===== config.mk =====
export PLATFORM = sky130hd
export DESIGN_NAME = seg7_scan
export DESIGN_NICKNAME = d
export VERILOG_FILES = /design/src/rtl/seg7_pkg.sv /design/src/rtl/seg7_glyph.sv /design/src/rtl/seg7_scan.sv
export SDC_FILE = /design/constraint.sdc
export NUM_CORES = 1
export LEC_CHECK = 0
export ABC_AREA = 1
export CORE_ASPECT_RATIO = 0.9
export CORE_MARGIN = 2
export CORE_UTILIZATION = 50
export CTS_CLUSTER_SIZE = 30
export DETAILED_ROUTE_END_ITERATION = 8
export DONT_BUFFER_PORTS = 1
export GPL_TIMING_DRIVEN = 0
export SLEW_MARGIN = 0
export SYNTH_ARGS = -nofsm -noshare
export SYNTH_HDL_FRONTEND = slang
export SYNTH_SLANG_ARGS = --single-unit

===== constraint.sdc =====
create_clock -name CLK -period 2.7 [get_ports CLK]
set_input_delay 0.27 -clock CLK [delete_from_list [all_inputs] [get_ports CLK]]
set_output_delay 0.27 -clock CLK [all_outputs]
set_load 0.02 [all_outputs]

===== src/rtl/seg7_pkg.sv =====
// Shared definitions for the multiplexed seven-segment scanner.
// Contents:
//   nibble_t    - one hex digit
//   SEG_OFF     - all segments dark (active-low pattern gfedcba)
//   GLYPH_TABLE - hex glyphs indexed by nibble, gfedcba, 0 = lit
package seg7_pkg;

  typedef logic [3:0] nibble_t;

  localparam logic [6:0] SEG_OFF = 7'b1111111;

  localparam logic [6:0] GLYPH_TABLE [0:15] = '{
    7'b1000000,  // 0
    7'b1111001,  // 1
    7'b0100100,  // 2
    7'b0110000,  // 3
    7'b0011001,  // 4
    7'b0010010,  // 5
    7'b0000010,  // 6
    7'b1011000,  // 7
    7'b0000000,  // 8
    7'b0010000,  // 9
    7'b0001000,  // A
    7'b0000011,  // b
    7'b1000110,  // C
    7'b0100001,  // d
    7'b0000110,  // E
    7'b0001110   // F
  };

endpackage


===== src/rtl/seg7_glyph.sv =====
// Combinational hex-nibble to seven-segment glyph decoder.
// Ports:
//   nibble - hex digit to display
//   glyph  - segment pattern gfedcba, active-low
module seg7_glyph
  import seg7_pkg::*;
(
  input  nibble_t    nibble,
  output logic [6:0] glyph
);

  // Table lookup of the glyph for the selected nibble
  always_comb begin
    glyph = GLYPH_TABLE[nibble];
  end

endmodule


===== src/rtl/seg7_scan.sv =====
// Time-multiplexed seven-segment display scanner with frame-synchronous
// display updates, leading-zero suppression and inter-digit ghost blanking.
// Ports:
//   CLK        - clock, all state on rising edge
//   RESET      - synchronous active-high reset
//   VALUE      - hex nibbles, digit 0 in VALUE[3:0] (rightmost)
//   DP         - decimal point request per digit (1 = lit)
//   BLANK      - force digit dark (1 = dark)
//   LOAD       - capture VALUE/DP/BLANK into the pending register
//   SEG        - segments gfedcba, active-low
//   DP_N       - decimal point, active-low
//   DIG_N      - digit enables, active-low, at most one low
//   FRAME_DONE - one-cycle pulse after each full scan
module seg7_scan
  import seg7_pkg::*;
#(
  parameter int NUM_DIGITS  = 4,
  parameter int SCAN_DIV    = 50000,
  parameter int GHOST_CYC   = 2,
  parameter int LZ_SUPPRESS = 1
) (
  input  logic                    CLK,
  input  logic                    RESET,
  input  logic [4*NUM_DIGITS-1:0] VALUE,
  input  logic [NUM_DIGITS-1:0]   DP,
  input  logic [NUM_DIGITS-1:0]   BLANK,
  input  logic                    LOAD,
  output logic [6:0]              SEG,
  output logic                    DP_N,
  output logic [NUM_DIGITS-1:0]   DIG_N,
  output logic                    FRAME_DONE
);

  localparam int DIV_W = (SCAN_DIV > 1) ? $clog2(SCAN_DIV) : 1;
  localparam int IDX_W = (NUM_DIGITS > 1) ? $clog2(NUM_DIGITS) : 1;
  localparam logic [DIV_W-1:0] DIV_LAST  = DIV_W'(SCAN_DIV - 1);
  localparam logic [DIV_W-1:0] GHOST_LIM = DIV_W'(GHOST_CYC);
  localparam logic [IDX_W-1:0] IDX_LAST  = IDX_W'(NUM_DIGITS - 1);

  logic [DIV_W-1:0]        div_r;
  logic [IDX_W-1:0]        idx_r;
  logic [4*NUM_DIGITS-1:0] disp_val_r, pend_val_r;
  logic [NUM_DIGITS-1:0]   disp_dp_r, pend_dp_r;
  logic [NUM_DIGITS-1:0]   disp_blank_r, pend_blank_r;
  logic                    pend_valid_r;
  logic [6:0]              seg_r;
  logic                    dp_n_r;
  logic [NUM_DIGITS-1:0]   dig_n_r;
  logic                    frame_done_r;

  logic                    slot_end_s;
  logic                    frame_wrap_s;
  logic                    ghost_s;
  nibble_t                 cur_nib_s;
  logic                    cur_dp_s;
  logic                    cur_blank_s;
  logic                    cur_lz_s;
  logic                    zero_run_s;
  logic [NUM_DIGITS-1:0]   lz_dark_s;
  logic [NUM_DIGITS-1:0]   dig_sel_n_s;
  logic [6:0]              glyph_s;
  logic [6:0]              seg_s;
  logic                    dp_n_s;
  logic [NUM_DIGITS-1:0]   dig_n_s;

  assign slot_end_s   = (div_r == DIV_LAST);
  assign frame_wrap_s = slot_end_s && (idx_r == IDX_LAST);
  assign ghost_s      = (div_r < GHOST_LIM);

  // Slot divider and digit index
  always_ff @(posedge CLK) begin
    if (RESET) begin
      div_r <= '0;
      idx_r <= '0;
    end else if (slot_end_s) begin
      div_r <= '0;
      idx_r <= (idx_r == IDX_LAST) ? '0 : idx_r + IDX_W'(1);
    end else begin
      div_r <= div_r + DIV_W'(1);
    end
  end

  // Pending and display registers; display only changes at the frame boundary
  always_ff @(posedge CLK) begin
    if (RESET) begin
      pend_val_r   <= '0;
      pend_dp_r    <= '0;
      pend_blank_r <= '0;
      pend_valid_r <= 1'b0;
      disp_val_r   <= '0;
      disp_dp_r    <= '0;
      disp_blank_r <= '0;
    end else begin
      // A LOAD on the boundary cycle refills pending after the old contents move out
      if (LOAD) begin
        pend_val_r   <= VALUE;
        pend_dp_r    <= DP;
        pend_blank_r <= BLANK;
        pend_valid_r <= 1'b1;
      end else if (frame_wrap_s) begin
        pend_valid_r <= 1'b0;
      end
      if (frame_wrap_s && pend_valid_r) begin
        disp_val_r   <= pend_val_r;
        disp_dp_r    <= pend_dp_r;
        disp_blank_r <= pend_blank_r;
      end
    end
  end

  // Leading-zero mask and current-digit selection
  always_comb begin
    zero_run_s  = 1'b1;
    lz_dark_s   = '0;
    cur_nib_s   = 4'h0;
    cur_dp_s    = 1'b0;
    cur_blank_s = 1'b0;
    cur_lz_s    = 1'b0;
    dig_sel_n_s = {NUM_DIGITS{1'b1}};
    // Walk from the most significant digit; a digit is suppressible while all above it are zero
    for (int i = NUM_DIGITS - 1; i >= 0; i--) begin
      zero_run_s = zero_run_s & (disp_val_r[4*i +: 4] == 4'h0);
      if ((i > 0) && (LZ_SUPPRESS != 0)) begin
        lz_dark_s[i] = zero_run_s;
      end else begin
        lz_dark_s[i] = 1'b0;
      end
    end
    for (int i = 0; i < NUM_DIGITS; i++) begin
      if (idx_r == i[IDX_W-1:0]) begin
        cur_nib_s      = disp_val_r[4*i +: 4];
        cur_dp_s       = disp_dp_r[i];
        cur_blank_s    = disp_blank_r[i];
        cur_lz_s       = lz_dark_s[i];
        dig_sel_n_s[i] = 1'b0;
      end else begin
        dig_sel_n_s[i] = 1'b1;
      end
    end
  end

  seg7_glyph u_glyph (
    .nibble (cur_nib_s),
    .glyph  (glyph_s)
  );

  // Next output values; ghost cycles darken everything to hide digit-switch smear
  always_comb begin
    seg_s   = SEG_OFF;
    dp_n_s  = 1'b1;
    dig_n_s = {NUM_DIGITS{1'b1}};
    if (ghost_s) begin
      seg_s   = SEG_OFF;
      dp_n_s  = 1'b1;
      dig_n_s = {NUM_DIGITS{1'b1}};
    end else begin
      dig_n_s = dig_sel_n_s;
      seg_s   = (cur_blank_s || cur_lz_s) ? SEG_OFF : glyph_s;
      // A suppressed digit still shows its decimal point; a blanked one does not
      dp_n_s  = cur_blank_s ? 1'b1 : ~cur_dp_s;
    end
  end

  // Registered display outputs and frame pulse
  always_ff @(posedge CLK) begin
    if (RESET) begin
      seg_r        <= SEG_OFF;
      dp_n_r       <= 1'b1;
      dig_n_r      <= {NUM_DIGITS{1'b1}};
      frame_done_r <= 1'b0;
    end else begin
      seg_r        <= seg_s;
      dp_n_r       <= dp_n_s;
      dig_n_r      <= dig_n_s;
      frame_done_r <= frame_wrap_s;
    end
  end

  assign SEG        = seg_r;
  assign DP_N       = dp_n_r;
  assign DIG_N      = dig_n_r;
  assign FRAME_DONE = frame_done_r;

endmodule


==> results of run 1 <==
[cells in the final DEF (no fill, tap or decap), drive strengths merged, types with 3 or more instances in the layout]
| master | count |
|---|---|
| a21oi | 22 |
| buf | 6 |
| clkbuf | 21 |
| dfxtp | 80 |
| ha | 11 |
| inv | 76 |
| nand2 | 104 |
| nand3 | 28 |
| nand4 | 4 |
| nor2 | 115 |
| nor3 | 5 |
| o21ai | 54 |
| or2 | 3 |
| xnor2 | 3 |
| xor2 | 3 |
[worst max-delay path: stages (launching register included)]
cell	delay [ns]
dfxtp_1	0.37
inv_1	0.08
ha_1	0.29
inv_2	0.16
nand3_1	0.08
nand2_1	0.09
nand2_1	0.05
o21ai_0	0.18
inv_1	0.21
ha_1	0.34
inv_1	0.04
nand2_1	0.06
nand2_1	0.05
nand2_1	0.05
nand3_1	0.07
[where the power goes]
group / internal, uW / total (uW) / switching, uW / leakage, uW
combinational: 32.2 / 92.3 / 60.2 / 0.000958
clock: 446 / 927 / 480 / 0.000103
sequential: 1220 / 1250 / 31.4 / 0.000653
total: 1700 / 2270 / 572 / 0.00171
[timing repair]
| action | CTS | global route |
|---|---|---|
| buffers inserted | 0 | 0 |
| hold endpoints to repair | 2 | 0 |
| hold buffers | 1 | 0 |
| endpoints found under the setup margin | 0 | 0 |
[state kept, by name, summed over array words and instances, names as in the netlist]
register and flops:
DIG_N 4, DP_N 1, FRAME_DONE 1, SEG 7, disp_blank_r 4, disp_dp_r 4
disp_val_r 16, div_r 16, idx_r 2, pend_blank_r 4, pend_dp_r 4, pend_val_r 16
pend_valid_r 1
[how the worst max path moves through the flow]
stage,cells after the start,start,end
after global placement,14,idx_r[1],SEG[3]
after floorplan,13,idx_r[0],SEG[3]
after CTS,14,idx_r[1],SEG[3]
after global routing,13,idx_r[1],SEG[1]
final,14,idx_r[1],SEG[3]
after detailed placement,14,idx_r[1],SEG[3]
[through the flow]
step                      total power (uW)  instance area (um^2)  hold slack [ns]
final                                 2270                  4020           0.0361
after global routing                  2380                  4020           0.0260
after CTS                             2310                  4020           0.0185
after detailed placement              1370                  3800            0.344
after global placement                1370                  3800            0.341
after floorplan                       1340                  3690            0.339
[final cells by class]
type | instances | area [um^2] | share of cell area
repair buffers | 1 | 10.0 | 0.00249
clock buffers | 9 | 124 | 0.0308
well taps | 93 | 116 | 0.0289
flip-flops and latches | 80 | 1600 | 0.398
plain buffers | 18 | 110 | 0.0274
multi-input cells | 355 | 1710 | 0.425
clock inverters | 7 | 83.8 | 0.0208
inverters | 71 | 267 | 0.0663
[cell families (layout without fill, tap and decap cells)]
kind of cell             count (synthesis)  in the layout
AND/OR/NAND/NOR                        261            261
buffers and inverters                   89            106
flip-flops                              80             80
AO/OA/AOI/OAI                           77             77
adder cells (fa/ha/maj)                 11             11
XOR/XNOR                                 6              6
[per-layer routing]
metal / GRT usage / part of all wire / vias to the layer above
met2: 0.332 / 0.45 / 58
met1: 0.276 / 0.49 / 1332
met5: 0 / 0 / -
met4: 0.0672 / 0.010 / 0
li1: - / - / 1647
met3: 0.0693 / 0.046 / 7
==> flow_summary_export.csv, run 1 <==
group,metric,value,unit
synth,synth_top_family_by_area,"simple AND/OR/NAND/NOR gates",
min_path,min_from,"VALUE[8]",
flow_run,drv_cap,0,
final_layout,fillers,742,
clock_network,tritoncts,"built",
critical_path,reg2regPathDepth,14,
synth,synth_compound_area_frac,0.106,
route,antenna_left,0,
floorplanning,ios,40,
timing,tightest_slew,0.513,ns
synth,synth.most_common_cell,"nor2_1",
synth,synth_edf_count,0,
synth,yosys_warnings,0,
clock_network,postCtsResizedCells,0,
min_path,hold_path_class,"input pin to flip-flop",
synth,ys.flop_type,"dfxtp_1",
synth,synth_fa_ha_area_frac,0.0373,
route,drc,0,
critical_path,cp-start-kind,"flip-flop",
route,viasPerCell,4.80,
clock_network,h-tree-depth,3,
synth,synth_area,3690,um^2
pwr,vdd_drop_max,0.000361,V
timing,fin_crit,2.24,ns
synth,async_flop_share,0,
place,dpl_worst_slack,0.458,ns
synth,synth_top_area_share,0.434,
route,num_vias,3044,
route,drt_iter0_drc,123,
floorplanning,start_util,0.518,
timing,max_freq,0.446,GHz
timing,skew,0.0129,ns
global_route,grt_pass1_vias,2912,
synth,syn_avg_cell_area,7.04,um^2
clock_network,cts-root-buf,"clkbuf_8",
global_route,grt_overflow,0,
synth,synth_top_area_cell,"dfxtp_1",
place,port_buffers,0,
critical_path,reg2reg_from,"idx_r[1]",
floorplanning,die_x,94.5,um
synth,syn_inst,524,
floorplanning,die_height,85.5,um
synth,ys_types,31,
min_path,hold_end,"pend_val_r[8]",
synth,synth_xor_area_frac,0.0143,
pwr,power.leakage,0.00171,uW
synth,synth_mux_area_frac,0,
timing,rsz0062_at_grt,"false",
critical_path,critPathMaxFanout,8,
global_route,grt_max_degree,17,
route,firstDrtPassIters,4,
critical_path,arrival,2.49,ns
timing,final_hold_viol_count,0,
clock_network,clock_sinks,80,
final_layout,post-route-util,0.565,
timing,setup_viol_count_final,0,
clock_network,insertion_delay,0.36,ns
status,status,"finished, final reports clean",
pwr,powerDensity,564,nW/um^2
clock_network,cts-buffers-inserted,9,
final_layout,drive_above_1_share,0.0943,
synth,synth_area_leaders,"dfxtp_1 43%, nor2_1 11%, nand2_1 9.1%",
clock_network,clock_path_buffers,2,
critical_path,reg2reg_to,"SEG[3]",
critical_path,critical_path_class,"flip-flop to flip-flop",
timing,slew_violations,0,
floorplanning,fp-row-count,29,
synth,synth_seq_cells,80,
global_route,grt_pass1_wl,13300,um
critical_path,cp.required,2.95,ns
clock_network,clk_pin_slew,0.09,ns
timing,period_share,0.830,
timing,setup_tns,0,ns
global_route,track_usage,0.212,
timing,setup_ws,0.459,ns
critical_path,critPathCaptureType,"flip-flop",
floorplanning,core_area,7110,um^2
floorplanning,die_area,8080,um^2
place,hpwl,5640,um
place,gp_congestion,0.822,
final_layout,area_growth,9.06,%
synth,yosys.area_share.simple,0.306,
synth,syn_nets,562,
min_path,hold_depth,2,
synth,ys_seq_area_frac,0.434,
place,dp_cells,617,
final_layout,antennaDiodeCount,0,
final_layout,fin_cells,634,
timing,slew_headroom,0.658,
synth,ys_top_cells_by_count,"112 x nor2_1, 89 x nand2_1, 80 x dfxtp_1",
final_layout,nNetsFinal,574,
critical_path,rrSetupSlack,0.46,ns
route,wl_per_cell,11.9,um
global_route,antenna_found_initial,0,
route,wirelength,7530,um
Note: power is estimated with default switching activity, not from simulation.
==> run 2, diff against run 1 <==
==> constraint.sdc (replaced) <==
create_clock -name CLK -period 2.2 [get_ports CLK]
set_input_delay 0.22 -clock CLK [delete_from_list [all_inputs] [get_ports CLK]]
set_output_delay 0.22 -clock CLK [all_outputs]
set_load 0.02 [all_outputs]
==> flow_summary_export.csv, run 2 (synthesis gave the netlist of run 1 again) <==
group,metric,value,unit
floorplanning,core_area,7110,um^2
final_layout,fin_cells,660,
global_route,grt_pass1_vias,3067,
route,highest_layer,"met4",
critical_path,cp_common_cell,"nand2_1",
route,wirelength,7870,um
critical_path,rrSetupSlack,0.18,ns
timing,max_freq,0.496,GHz
critical_path,critical_path_class,"flip-flop to flip-flop",
clock_network,cts-root-buf,"clkbuf_8",
floorplanning,die_x,94.5,um
final_layout,drive_above_1_share,0.101,
critical_path,max_stage_delay,0.37,ns
timing,skew,0.0136,ns
pwr,powerDensity,660,nW/um^2
timing,period_share,0.917,
clock_network,clk_pin_slew,0.09,ns
timing,tightest_slew,0.547,ns
final_layout,fillers,704,
route,dr_wl_met2,3610,um
timing,slew_headroom,0.635,
final_layout,layout_commonest_cell,"nor2_1",
critical_path,crit_chain,"inv_1 > ha_1 > buf_2 > a21oi_1 > nand2_1 > o21ai_2 > inv_1 > ha_1 > inv_1 > nand2_1 > nand2_1 > nand2_1 > nand3_1",
global_route,grt_max_degree,17,
global_route,antenna_found_initial,0,
place,dp_cells,617,
pwr,vdd_drop_max,0.000463,V
floorplanning,start_util,0.518,
pwr,power.leakage,0.00182,uW
final_layout,area_growth,16.3,%
timing,setup_viol_count_final,0,
critical_path,cp.required,2.45,ns
timing,rsz0062_at_grt,"false",
route,antenna_left,0,
place,hpwl,5640,um
min_path,hold_end,"pend_dp_r[0]",
critical_path,arrival,2.26,ns
critical_path,reg2reg_from,"idx_r[0]",
route,num_vias,3173,
critical_path,cp-start-kind,"flip-flop",
clock_network,cts-buffers-inserted,9,
timing,setup_ws,0.182,ns
critical_path,critPathMaxFanout,10,
route,viasPerCell,4.81,
min_path,min_from,"LOAD",
place,place_area,3800,um^2
place,dpl_worst_slack,-0.0418,ns
final_layout,final_cell_mix,"112 x nor2_1, 88 x nand2_1, 79 x dfxtp_1, 67 x inv_1, 49 x o21ai_0",
route,drt_iter0_drc,85,
floorplanning,die_height,85.5,um
clock_network,h-tree-depth,3,
critical_path,critPathCaptureType,"flip-flop",
final_layout,fin_area,4290,um^2
global_route,grt_overflow,0,
floorplanning,ios,40,
route,drc,0,
status,status,"finished, final reports clean",
final_layout,regArea,1600,um^2
clock_network,clock_path_buffers,2,
final_layout,nNetsFinal,600,
floorplanning,fp-row-count,29,
critical_path,timing.critical_path.buf_inv,4,
flow_run,drv_cap,0,
global_route,track_usage,0.220,
critical_path,crit_path_top_delay_cell,"dfxtp_2",
pwr,p_total,2830,uW
critical_path,reg2reg_to,"SEG[3]",
critical_path,reg2regPathDepth,13,
final_layout,antennaDiodeCount,0,
global_route,grt_pass1_wl,13900,um
place,gp_congestion,0.822,
clock_network,clock_sinks,80,
timing,final_hold_viol_count,0,
min_path,hold_path_class,"input pin to flip-flop",
floorplanning,die_area,8080,um^2
critical_path,critPathTopFamily,"adder cells",
critical_path,crit_cells,13,
clock_network,insertion_delay,0.36,ns
min_path,hold_depth,2,
timing,fin_crit,2.02,ns
route,firstDrtPassIters,5,
final_layout,multi_input_area,1720,um^2
route,wl_met1,3900,um
route,wl_per_cell,11.9,um
place,port_buffers,0,
final_layout,reg.largest.list,"disp_val_r x16, div_r x16, pend_val_r x16",
route,dr_wl_met3,280,um
timing,slew_violations,0,
clock_network,tritoncts,"built",
run 2: cell types whose count changed in the layout (fill, tap and decap cells not counted), sizes merged:
cell / delta
dlygate4sd3: +24
buf: +2
run 2: worst max path at each step:
| stage | end | slack [ns] | from |
|---|---|---|---|
| floorplan | SEG[3] | 0.27 | idx_r[0] |
| global placement | SEG[3] | -0.01 | idx_r[1] |
| detailed placement | SEG[3] | -0.04 | idx_r[1] |
| CTS | SEG[3] | 0.03 | idx_r[0] |
| global route | SEG[6] | 0.02 | idx_r[0] |
| finish | SEG[3] | 0.18 | idx_r[0] |
run 2: cell type report:
type,instances,area share
Multi-Input combinational cell,355,0.401
Sequential cell,80,0.374
Inverter,71,0.0622
Timing Repair Buffer,27,0.0619
Clock buffer,9,0.0289
Tap cell,93,0.0271
Buffer,18,0.0257
Clock inverter,7,0.0196
run 2: where the power goes:
part	internal (uW)	leakage (uW)	switching (uW)	total, uW
registers	1500	0.000654	39.1	1530
clock network	548	0.000103	596	1140
logic	67.4	0.00107	82.6	150
total	2110	0.00182	718	2830
run 2: per-layer routing:
metal	global-route usage	vias to the layer above
met5	0	-
met4	0.0672	0
met3	0.0675	7
met2	0.355	55
met1	0.285	1410
li1	-	1701
run 2: timing repair:
item                                   4_1_cts  5_1_grt
pin swaps                                    0        0
setup buffers                                2        0
gates resized for setup                      2        3
endpoints found under the hold margin       26        0
setup endpoints to repair                    2        6
hold buffers                                25        0
run 2: stage by stage:
step	TNS (ns)	util	hold WS, ns
after global routing	0	0.603	0.0122
after global placement	-0.0110	0.535	0.291
after floorplan	0	-	0.289
after detailed placement	-0.0610	0.535	0.294
final	0	0.603	0.0322
after CTS	0	0.602	0.0124
==> patch 1, RTL diff (config.mk and constraints of run 1) <==
The parameter `SCAN_DIV` goes from 50000 to 12500.
--- a/src/rtl/seg7_scan.sv
+++ b/src/rtl/seg7_scan.sv
@@ -15,7 +15,7 @@
   import seg7_pkg::*;
 #(
   parameter int NUM_DIGITS  = 4,
-  parameter int SCAN_DIV    = 50000,
+  parameter int SCAN_DIV    = 12500,
   parameter int GHOST_CYC   = 2,
   parameter int LZ_SUPPRESS = 1
 ) (
Formal check against the unedited RTL: no difference found for any inputs over 10 cycles, from zero or initial values and one cycle with RESET high; that may be too few to reach the edited logic, so the function may still have changed.
==> patch 1 against run 1 <==
Sequential cell count shrank 2; non-clock buffer count did not move; count of clock-buffer cells in the layout up 2; cell area fell by 5.6%; wire length shrank 3.6%; utilization increased by 0.79 points; fmax fell by 6.3%; power barely moved; area after synthesis down 6.4%; worst setup slack got worse by 0.15 ns; largest cell class unchanged.
==> patch 1: results (changes against run 1) <==
{
  "status": "finished clean",
  "layout.nets": {"value": 556, "change": "-3.1%"},
  "p_sw": {"value": 0.0005088, "unit": "W", "change": "-11%"},
  "wl_per_cell": {"value": 11.84, "unit": "um", "change": "-0.34%"},
  "critPathLaunch": "idx_r[0]",
  "h_tree_depth_reported_by_cts": {"value": 3, "change": "unchanged"},
  "hold_sp": "BLANK[0]",
  "via_count_of_the_first_global_routing_pass": {"value": 2744, "change": "-5.8%"},
  "grt.total_usage": {"value": 0.2065, "change": "-0.005021"},
  "antenna_cells": {"value": 0, "change": "unchanged"},
  "post_drt_via_cell_ratio": {"value": 4.837, "change": "+0.74%"},
  "ctsRootBufferMaster": "sky130_fd_sc_hd__clkbuf_8",
  "synth_sequential_area_ratio": {"value": 0.4527, "change": "+0.01833"},
  "worst_slew_pin_slew": {"value": 0.5583, "unit": "ns", "change": "+0.04571 ns"},
  "final_layout_size_suffix_gt1_frac": {"value": 0.05545, "change": "-0.03882"},
  "reg_to_reg_endpoint": "SEG[2]",
  "p_clk": {"value": 0.000967, "unit": "W", "change": "+4.3%"},
  "synth.lib_cells_used.distinct": {"value": 25, "change": "-19%"},
  "worst_ir_drop_vdd": {"value": 0.3491, "unit": "mV", "change": "-3.3%"},
  "reg2reg_setup_slack": {"value": 0.31, "unit": "ns", "change": "-0.15 ns"},
  "fin_worst_hold_slack": {"value": 0.04736, "unit": "ns", "change": "+0.01126 ns"},
  "grt_first_pass_wirelength": {"value": 12700, "unit": "um", "change": "-4.2%"},
  "crit_path_top_delay_cell": "sky130_fd_sc_hd__a21boi_1",
  "met1_usage": {"value": 0.2906, "change": "+0.01451"},
  "hold-path-endpoint": "pend_blank_r[0]",
  "critical_path.max_stage_delay": {"value": 0.42, "unit": "ns", "change": "+0.05 ns"},
  "largestRegisters": "disp_val_r (16), pend_val_r (16), div_r (14)",
  "placed_area": {"value": 0.003562, "unit": "mm2", "change": "-6.3%"},
  "detail_route.iter0.violations": {"value": 96, "change": "-22%"},
  "timing.critical_path.max_delay_family": "compound AO/OA/AOI/OAI gates",
  "worst_ep_arrival_time": {"value": 2.64, "unit": "ns", "change": "+0.15 ns"},
  "post-dp-hpwl": {"value": 5258, "unit": "um", "change": "-6.8%"},
  "number_of_antenna_violations_at_the_first_check_in_global_routing": {"value": 0, "change": "unchanged"},
  "grt_max_degree": {"value": 14, "change": "-3"},
  "synth_top_cells_by_area": "sky130_fd_sc_hd__dfxtp_1 45%, sky130_fd_sc_hd__nor2_1 14%, sky130_fd_sc_hd__nand2_1 14%",
  "swShare": {"value": 0.2241, "change": "-0.02787"},
  "gpl_congestion": {"value": 0.8404, "change": "+2.2%"},
  "timing.critical_path.fanout_max": {"value": 10, "change": "+2"},
  "r2r_cells": {"value": 12, "change": "-2"}
}
patch 1: area by class of cell:
type	instances	area (um2)
repair buffers	1	10.01
fillers	677	2825
well taps	90	112.6
plain buffers	18	102.6
clock inverters	5	82.58
multi-input cells	360	1598
inverters	50	187.7
clock buffers	11	141.4
flip-flops and latches	78	1562
patch 1: metrics by stage:
stage          instances  setup slack, ns
2_1_floorplan        506           0.5402
3_3_place_gp         596          0.07241
3_5_place_dp         596          0.09589
4_1_cts              613          0.07104
5_1_grt              613          0.03120
6_report             613           0.3082
patch 1: logic make-up after synthesis:
kind of cell    synth area share
simple gates              0.3351
flops                     0.4527
fa+ha+maj                0.03990
buf+inv                  0.08414
compound gates           0.08814
patch 1: timing repair:
action,CTS,global route
setup endpoints to repair,0,6
resized for setup,0,1
hold buffers,1,0
hold endpoints to repair,2,0
patch 1: metal layers:
metal	vias up	routed length, um
met3	8	370
met1	1299	3669
met2	60	3132
met4	0	85
li1	1598	-
met5	-	0
==> patch 2, RTL diff (settings of run 1) <==
Made on the original files. Make the reset (`RESET`) asynchronous in 3 clocked blocks. Comments in the files are not updated.
--- a/src/rtl/seg7_scan.sv
+++ b/src/rtl/seg7_scan.sv
@@ -68,7 +68,7 @@
   assign ghost_s      = (div_r < GHOST_LIM);
 
   // Slot divider and digit index
-  always_ff @(posedge CLK) begin
+  always_ff @(posedge CLK or posedge RESET) begin
     if (RESET) begin
       div_r <= '0;
       idx_r <= '0;
@@ -81,7 +81,7 @@
   end
 
   // Pending and display registers; display only changes at the frame boundary
-  always_ff @(posedge CLK) begin
+  always_ff @(posedge CLK or posedge RESET) begin
     if (RESET) begin
       pend_val_r   <= '0;
       pend_dp_r    <= '0;
@@ -162,7 +162,7 @@
   end
 
   // Registered display outputs and frame pulse
-  always_ff @(posedge CLK) begin
+  always_ff @(posedge CLK or posedge RESET) begin
     if (RESET) begin
       seg_r        <= SEG_OFF;
       dp_n_r       <= 1'b1;
Formal check against the unedited RTL: differs if RESET is asserted again (counterexample within 4 cycles, from zero or initial values and one cycle with RESET high); with RESET held inactive, the same outputs for 10 cycles.
==> patch 2 against run 1 <==
Power shrank 4.9%; utilization shrank 0.29 points; area after synthesis grew 6.3%; cell area grew 6.1%; largest cell class is now registers; worst setup slack gained 0.012 ns; sequential cell count is the same; wire length grew 3.4%.
==> patch 2: results (changes against run 1) <==
{
  "final_layout_size_suffix_gt1_frac": {"value": 0.1478, "change": "+0.05357"},
  "synth_top_cell_by_area": "sky130_fd_sc_hd__dfrtp_1",
  "finalClockSkew": {"value": 0.009580, "unit": "ns", "change": "-0.003286 ns"},
  "worst_ep_arrival_time": {"value": 2.53, "unit": "ns", "change": "+0.04 ns"},
  "timing.critical_path.max_delay_family": "simple AND/OR/NAND/NOR gates",
  "gpl_congestion": {"value": 0.8920, "change": "+8.5%"},
  "route.final.wire_length": {"value": 7786, "unit": "um", "change": "+3.4%"},
  "worst_ir_drop_vdd": {"value": 0.3558, "unit": "mV", "change": "-1.4%"},
  "synth_xor_xnor_area_share": {"value": 0.01117, "change": "-0.003080"},
  "post-dp-hpwl": {"value": 5735, "unit": "um", "change": "+1.7%"},
  "synth_top_cells_by_area": "sky130_fd_sc_hd__dfrtp_1 43%, sky130_fd_sc_hd__nand2_1 10%, sky130_fd_sc_hd__dfstp_2 8.0%",
  "critical_path.max_stage_delay": {"value": 0.39, "unit": "ns", "change": "+0.02 ns"},
  "layout.nets": {"value": 520, "change": "-9.4%"},
  "status": "finished clean",
  "complex_gate_fraction_of_the_synthesized_area": {"value": 0.09799, "change": "-0.008221"},
  "synth_common_cells": "109 x sky130_fd_sc_hd__nand2_1, 68 x sky130_fd_sc_hd__dfrtp_1, 63 x sky130_fd_sc_hd__inv_1, 39 x sky130_fd_sc_hd__nor2_1, 32 x sky130_fd_sc_hd__nand3_1",
  "grt_first_pass_wirelength": {"value": 13330, "unit": "um", "change": "+0.57%"},
  "post_drt_via_cell_ratio": {"value": 4.964, "change": "+3.4%"},
  "synth.lib_cells_used.distinct": {"value": 35, "change": "+13%"},
  "critPathLaunch": "idx_r[0]",
  "drt-pass1-iter-count": {"value": 6, "change": "+2"},
  "syn_nets": {"value": 507, "change": "-9.8%"},
  "crit_path_top_delay_cell": "sky130_fd_sc_hd__dfrtp_1",
  "ys_async_sr_fraction": {"value": 1.000, "change": "+1.000"},
  "via_count_of_the_first_global_routing_pass": {"value": 2721, "change": "-6.6%"},
  "grt_max_degree": {"value": 53, "change": "+36"},
  "final_cells": {"value": 583, "change": "-8.0%"},
  "max_slew_margin": {"value": 0.6139, "change": "-0.04436"},
  "r2r_cells": {"value": 11, "change": "-3"},
  "dp.cells": {"value": 566, "change": "-8.3%"},
  "syn_inst": {"value": 469, "change": "-10%"}
}
patch 2: how the worst min path moves through the flow:
stage	end	start	slack, ns
finish	pend_val_r[3]	VALUE[3]	0.03
global route	pend_dp_r[2]	DP[2]	0.01
CTS	pend_val_r[0]	VALUE[0]	0.02
detailed placement	disp_val_r[12]	RESET	0.17
global placement	pend_dp_r[3]	DP[3]	0.39
floorplan	pend_val_r[12]	VALUE[12]	0.39
patch 2: where the power goes:
group	switching (W)	leakage (nW)	internal, W
Clock	0.000483	0.0945	0.000355
Combinational	0.0000615	1.04	0.0000220
Sequential	0.00000721	1.01	0.00123
Total	0.000552	2.14	0.00161
patch 2: timing repair:
action                                 in CTS  in global routing
hold buffers                                1                  0
endpoints found under the hold margin      17                  0
gates resized for setup                     0                  0
patch 2: routing by layer:
metal,share of wire,vias up,global-route usage
li1,-,1501,-
met1,0.51,1323,0.2884
met2,0.44,62,0.3043
met3,0.042,8,0.04709
met4,0.012,0,0.05682
met5,0,-,0
patch 2: final cells by class:
cell class	count	area [um2]
clock inverter	7	61.31
tap	96	120.1
timing repair buffer	2	37.54
fill	717	3317
sequential	80	2017
inverter	66	250.2
multi-input combinational	307	1560
buffer	16	95.09
clock buffer	9	123.9
patch 2: metrics by stage:
step / setup TNS (ns) / setup WS, ns / utilization / hold WS [ns] / cell area, um2
floorplan: 0 / 0.3981 / - / 0.3868 / 3920
finish: 0 / 0.4717 / 0.5625 / 0.03352 / 4265
detailed placement: 0 / 0.5243 / 0.5368 / 0.1670 / 4070
global route: 0 / 0.2151 / 0.5625 / 0.01050 / 4265
global placement: -29.57 / -0.4393 / 0.5328 / 0.3943 / 4040
CTS: 0 / 0.5095 / 0.5625 / 0.01999 / 4265
